**src/rtl/bus_timing_ctrl.sv**
```systemverilog
// CPU bus timing control: A-bus speed decode, MEMSEL decode, refresh/DMA stop generation.
// Refresh stalls are built only when BUS_TIMING_REFRESH_EN is defined.
package bus_pkg;
  typedef enum logic [1:0] {
    MEM_SLOW  = 2'd0,
    MEM_FAST  = 2'd1,
    MEM_XSLOW = 2'd2,
    MEM_VAR   = 2'd3
  } mem_speed_type;
endpackage

module bus_timing_ctrl #(
  parameter int unsigned REFRESH_CYCLES = 40
) (
  input  logic                  clk,
  input  logic                  reset,
  input  logic                  cpu_access,
  input  logic                  cpu_wr,
  input  logic [23:0]           cpu_addr,
  input  logic [7:0]            cpu_wdata,
  input  logic                  cpu_en,
  input  logic                  refresh_req,
  input  logic                  dma_req,
  output logic                  mem_access,
  output bus_pkg::mem_speed_type mem_speed,
  output logic                  speed_change,
  output logic                  new_speed,
  output logic                  stop,
  output logic                  dma_ack,
  output logic                  refresh_busy
);
  import bus_pkg::*;

  localparam logic [5:0] REF_LOAD = 6'(REFRESH_CYCLES - 1);

  logic [7:0]  bank;
  logic [15:0] offset;
  logic        sys_bank;
  logic        boundary;
  logic        dma_ack_n;
  logic        busy_n;
  logic [6:0]  wdata_unused;

  assign bank     = cpu_addr[23:16];
  assign offset   = cpu_addr[15:0];
  assign sys_bank = ~bank[6];
  assign wdata_unused = cpu_wdata[7:1];

  always_comb begin
    mem_speed = MEM_SLOW;
    if (bank[7:6] == 2'b01) begin
      mem_speed = MEM_SLOW;
    end else if (bank[7:6] == 2'b11) begin
      mem_speed = MEM_VAR;
    end else if (offset < 16'h2000) begin
      mem_speed = MEM_SLOW;
    end else if (offset < 16'h4000) begin
      mem_speed = MEM_FAST;
    end else if (offset < 16'h4200) begin
      mem_speed = MEM_XSLOW;
    end else if (offset < 16'h6000) begin
      mem_speed = MEM_FAST;
    end else if (offset < 16'h8000) begin
      mem_speed = MEM_SLOW;
    end else begin
      mem_speed = bank[7] ? MEM_VAR : MEM_SLOW;
    end
  end

  assign mem_access   = cpu_access;
  assign speed_change = cpu_access & cpu_wr & sys_bank & (offset == 16'h420D);
  assign new_speed    = cpu_wdata[0];

  // While stopped the speed counter sits at 0, so every clk counts as a boundary.
  assign boundary  = cpu_en | stop;
  assign dma_ack_n = dma_req & (dma_ack | boundary);

`ifdef BUS_TIMING_REFRESH_EN
  logic       ref_pend;
  logic       ref_pend_n;
  logic [5:0] ref_cnt;
  logic [5:0] ref_cnt_n;

  // Requests landing while pending, busy, or on the start clk are dropped.
  always_comb begin
    ref_pend_n = ref_pend;
    ref_cnt_n  = ref_cnt;
    busy_n     = refresh_busy;
    if (refresh_busy) begin
      if (ref_cnt == '0) begin
        busy_n = 1'b0;
      end else begin
        ref_cnt_n = ref_cnt - 6'd1;
      end
    end else if (ref_pend && boundary) begin
      ref_pend_n = 1'b0;
      ref_cnt_n  = REF_LOAD;
      busy_n     = 1'b1;
    end else if (refresh_req) begin
      ref_pend_n = 1'b1;
    end
  end

  always_ff @(posedge clk) begin
    if (reset) begin
      ref_pend     <= 1'b0;
      ref_cnt      <= '0;
      refresh_busy <= 1'b0;
    end else begin
      ref_pend     <= ref_pend_n;
      ref_cnt      <= ref_cnt_n;
      refresh_busy <= busy_n;
    end
  end
`else
  logic [6:0] refresh_unused;

  assign refresh_unused = {refresh_req, REF_LOAD};
  assign busy_n         = 1'b0;
  assign refresh_busy   = 1'b0;
`endif

  always_ff @(posedge clk) begin
    if (reset) begin
      dma_ack <= 1'b0;
      stop    <= 1'b0;
    end else begin
      dma_ack <= dma_ack_n;
      stop    <= busy_n | dma_ack_n;
    end
  end

endmodule

```
**config.mk**
```make
export PLATFORM = sky130hd
export DESIGN_NAME = bus_timing_ctrl
export DESIGN_NICKNAME = d
export VERILOG_FILES = /design/src/rtl/bus_timing_ctrl.sv
export SDC_FILE = /design/constraint.sdc
export NUM_CORES = 1
export LEC_CHECK = 0
export CORE_MARGIN = 2
export CORE_UTILIZATION = 13
export DETAILED_ROUTE_END_ITERATION = 12
export PLACE_DENSITY = 0.7
export SYNTH_ARGS = -nofsm -noshare
export SYNTH_HDL_FRONTEND = slang
export SYNTH_SLANG_ARGS = --single-unit
```
**constraint.sdc**
```tcl
create_clock -name clk -period 1.3 [get_ports clk]
set_input_delay 0.325 -clock clk [delete_from_list [all_inputs] [get_ports clk]]
set_output_delay 0.325 -clock clk [all_outputs]
set_load 0.02 [all_outputs]
```
# [Yosys cells after proc, flatten, opt, wreduce, memory -nomap -nowiden]
# Index checks and enable logic that the tools add are counted.
[op_classes] n_addsub=0 n_mul=0 n_div=0 order_cmp=5 eq_ne=3 shift=0 muxes=8 bitwise_logic=7 reduce_logical=0
[op_table] operator="16-bit by 15-bit less-than comparator with 1-bit output, second input constant" n=3
[op_table] operator="16-bit by 15-bit equality test with 1-bit output, second input constant" n=1
[op_table] operator="16-bit by 14-bit less-than comparator with 1-bit output, second input constant" n=1
[op_table] operator="16-bit less-than comparator, second input constant" n=1
[op_table] operator="2-bit 2-to-1 mux" n=8
[op_table] operator="1-bit AND" n=4
[op_table] operator="2-bit by 1-bit equality test with 1-bit output, second input constant" n=1
[op_table] operator="2-bit equality test, second input constant" n=1
[op_table] operator="1-bit bitwise OR" n=2
[op_table] operator="1-bit NOT" n=1
[word_totals] ff_bits=1 latch_bits=0 ramBits=0 rom_bits=0 inputBits=39 out_inout_bits=8 elab_cells=24 mem_count=0

# [Depth between registers and ports, before layout]
[logic_depth] depth_word=8 depth_mapped=3 depth_no_buf=3

# [Worst setup path after synthesis]
# OpenSTA, ideal clock, no wires.
[synth_timing] path_kind="input-to-output" startpoint="in cpu_addr[4]" endpoint="out speed_change" arrival_ns=1.312 required_ns=0.975 setup_slack_ns=-0.337 path_stages=2 n_path_buf=0 path_cell_list="or4_4 -> nor4_2"
[synth_via] elab_chain_len=2
[synth_lines] element="start, declared" line_no="19" rtl="input logic [23:0] cpu_addr,"
[synth_lines] element="16-bit by 15-bit equality test with 1-bit output" line_no="71" rtl="assign speed_change = cpu_access & cpu_wr & sys_bank & (offset == 16'h420D);"
[synth_lines] element="1-bit AND" line_no="71"
[synth_lines] element="end, declared" line_no="26" rtl="output logic speed_change,"
# Every way passes these cells.

# [Worst setup path in the final report]
[layout_timing] startpoint="in cpu_addr[6]" endpoint="out speed_change"
# The elaborated chain is that of the path after synthesis.

==> flow_summary.json <==
{
  "status": "complete, but fails checks",
  "violations": "setup timing",
  "yosys.area.top_type_share": 0.161,
  "synth_area_leaders": "buf_4, nor4_2, dfxtp_1",
  "holdWs_ns": 0.514,
  "drive_above_1_share": 0.527,
  "grt_antenna_before_repair": 0,
  "layout_min_cycle_time_ns": 1.73,
  "cp-start-kind": "input port",
  "worst-setup-path-type": "in -> out",
  "crit_arrival_ns": 1.40,
  "synth-seq-area-share": 0.107,
  "finClkSkew_ns": 0,
  "die_area_um2": 1750,
  "cts.clk_slew.worst_paths_ns": 0,
  "met3_usage": 0.0217,
  "gp_congestion": 0.717,
  "finalPower_uw": 178,
  "dp_cells": 69,
  "instances_no_fill": 70,
  "rows": 13,
  "drt-initial-drc-count": 2,
  "setup_viol": 3,
  "fill_cells": 141,
  "grt_use_met2": 0.166,
  "syn_inst": 24,
  "ios": 47,
  "ys_seq_elements": 1,
  "finalCritPeriodShare": 1.33,
  "synth_edf_count": 0,
  "vias": 283,
  "crit_path_end_kind": "primary output",
  "grt_max_degree": 4,
  "diodes": 0,
  "use_met1": 0.113,
  "grt-busiest-layer": "met2",
  "clkLatencyLatePin_ns": 0,
  "path_max_fanout": 1,
  "synth.largest_area_cell": "buf_4",
  "postRouteAntennaNets": 0,
  "synth_flop_cell": "dfxtp_1",
  "top_regs": "dma_ack (1)",
  "final-hold-violation-count": 0,
  "drv_cap": 0,
  "dpl.hpwl_um": 675,
  "die_w_um": 41.9,
  "hp-class": "reg -> reg",
  "p_leak_nw": 0.241,
  "drt-vias-per-instance": 4.04,
  "core_um2": 1320,
  "grt.overflow.total": 0,
  "fin_nets": 96,
  "initial_core_util": 0.142,
  "largest_reg_flops": 1,
  "syn_avg_cell_area_um2": 7.77,
  "synth_common_cells": "buf_4, nor2_1, nor4_2",
  "grt_pass1_wl_um": 1340,
  "wire_per_inst_um": 10.9,
  "die_y_um": 41.9,
  "syn_nets": 63,
  "synthToLayoutAreaGrowth_pct": 186,
  "drc_errors": 0,
  "post-route-util": 0.405,
  "syn_area_um2": 186,
  "drt-pass1-iter-count": 2,
  "async_flop_share": 0,
  "port_buffers": 29,
  "timing.fmax_ghz": 0.578,
  "first_global_vias": 310,
  "peakVddDrop_mv": 0.179,
  "grt_usage": 0.0908,
  "top_register": "dma_ack",
  "finalMaxSlewViolations": 0,
  "synth_cell_types": 17,
  "drt-total-wl_um": 763,
  "yosysWarnings": 0,
  "powerDensity_nw_per_um2": 333,
  "timing.final.ws_setup_ns": -0.430,
  "critPathRequiredTime_ns": 0.98,
  "rsz0062_at_grt": "yes"
}
==> cells by family (layout without fill, tap and decap cells) <==
family                 after synthesis  after routing  synth area share
AO/OA/AOI/OAI                        4              4             0.195
buffers and inverters                5             36             0.181
flip-flops                           1              1             0.107
other                                1              1            0.0201
AND/OR/NAND/NOR                     13             13             0.497
==> power breakdown <==
group / leakage [nW] / total, mW / internal, mW / switching, mW
registers: 0.00823 / 0.0337 / 0.0328 / 0.000903
logic: 0.233 / 0.144 / 0.0877 / 0.0562
clock network: 0 / 0 / 0 / 0
==> worst paths after layout <==
check,startpoint,to,slack [ns],cells after the start
setup / recovery,cpu_addr[6],speed_change,-0.43,4
hold / removal,dma_ack,dma_ack,0.51,2
setup reg to reg,dma_ack,dma_ack,0.68,2
hold reg to reg,dma_ack,dma_ack,0.51,2
==> final cells by class <==
type,instances,area (µm²),area share
inverter,1,3.75,0.00704
timing repair buffer,35,309,0.580
tap,15,18.8,0.0352
sequential,1,20.0,0.0376
multi-input combinational,18,181,0.340
==> critical path, stage by stage <==
cell and delay, ns:
buf_6 0.09, or4_4 0.54, nor4_4 0.27, buf_4 0.18
==> layer usage <==
metal,routed length [µm],share of wire,vias to the layer above
met5,0,0,-
met4,0,0,0
met3,99,0.13,0
met2,360,0.47,20
met1,302,0.40,116
li1,-,-,147
==> cell usage in the layout, fill, tap and decap left out, types with 2 or more instances in the layout <==
master,instances
clkdlybuf4s50_1,7
buf_4,7
dlygate4sd2_1,6
buf_6,6
buf_2,6
nor2_1,3
nor4_4,2
==> metrics by stage <==
step	setup WS, ns	area (µm²)	TNS [ns]
floorplan	-0.203	221	-0.343
CTS	-0.443	520	-0.917
global route	-0.480	533	-1.03
detailed placement	-1.26	538	-3.92
global placement	-1.20	538	-3.80
finish	-0.430	533	-0.903
==> what timing repair did <==
item	CTS	global route
setup endpoints to repair	4	4
resized for setup	79	3
setup buffers	1	0
pin swaps	9	5
hold buffers	0	0
(Power assumes the default switching activity.)
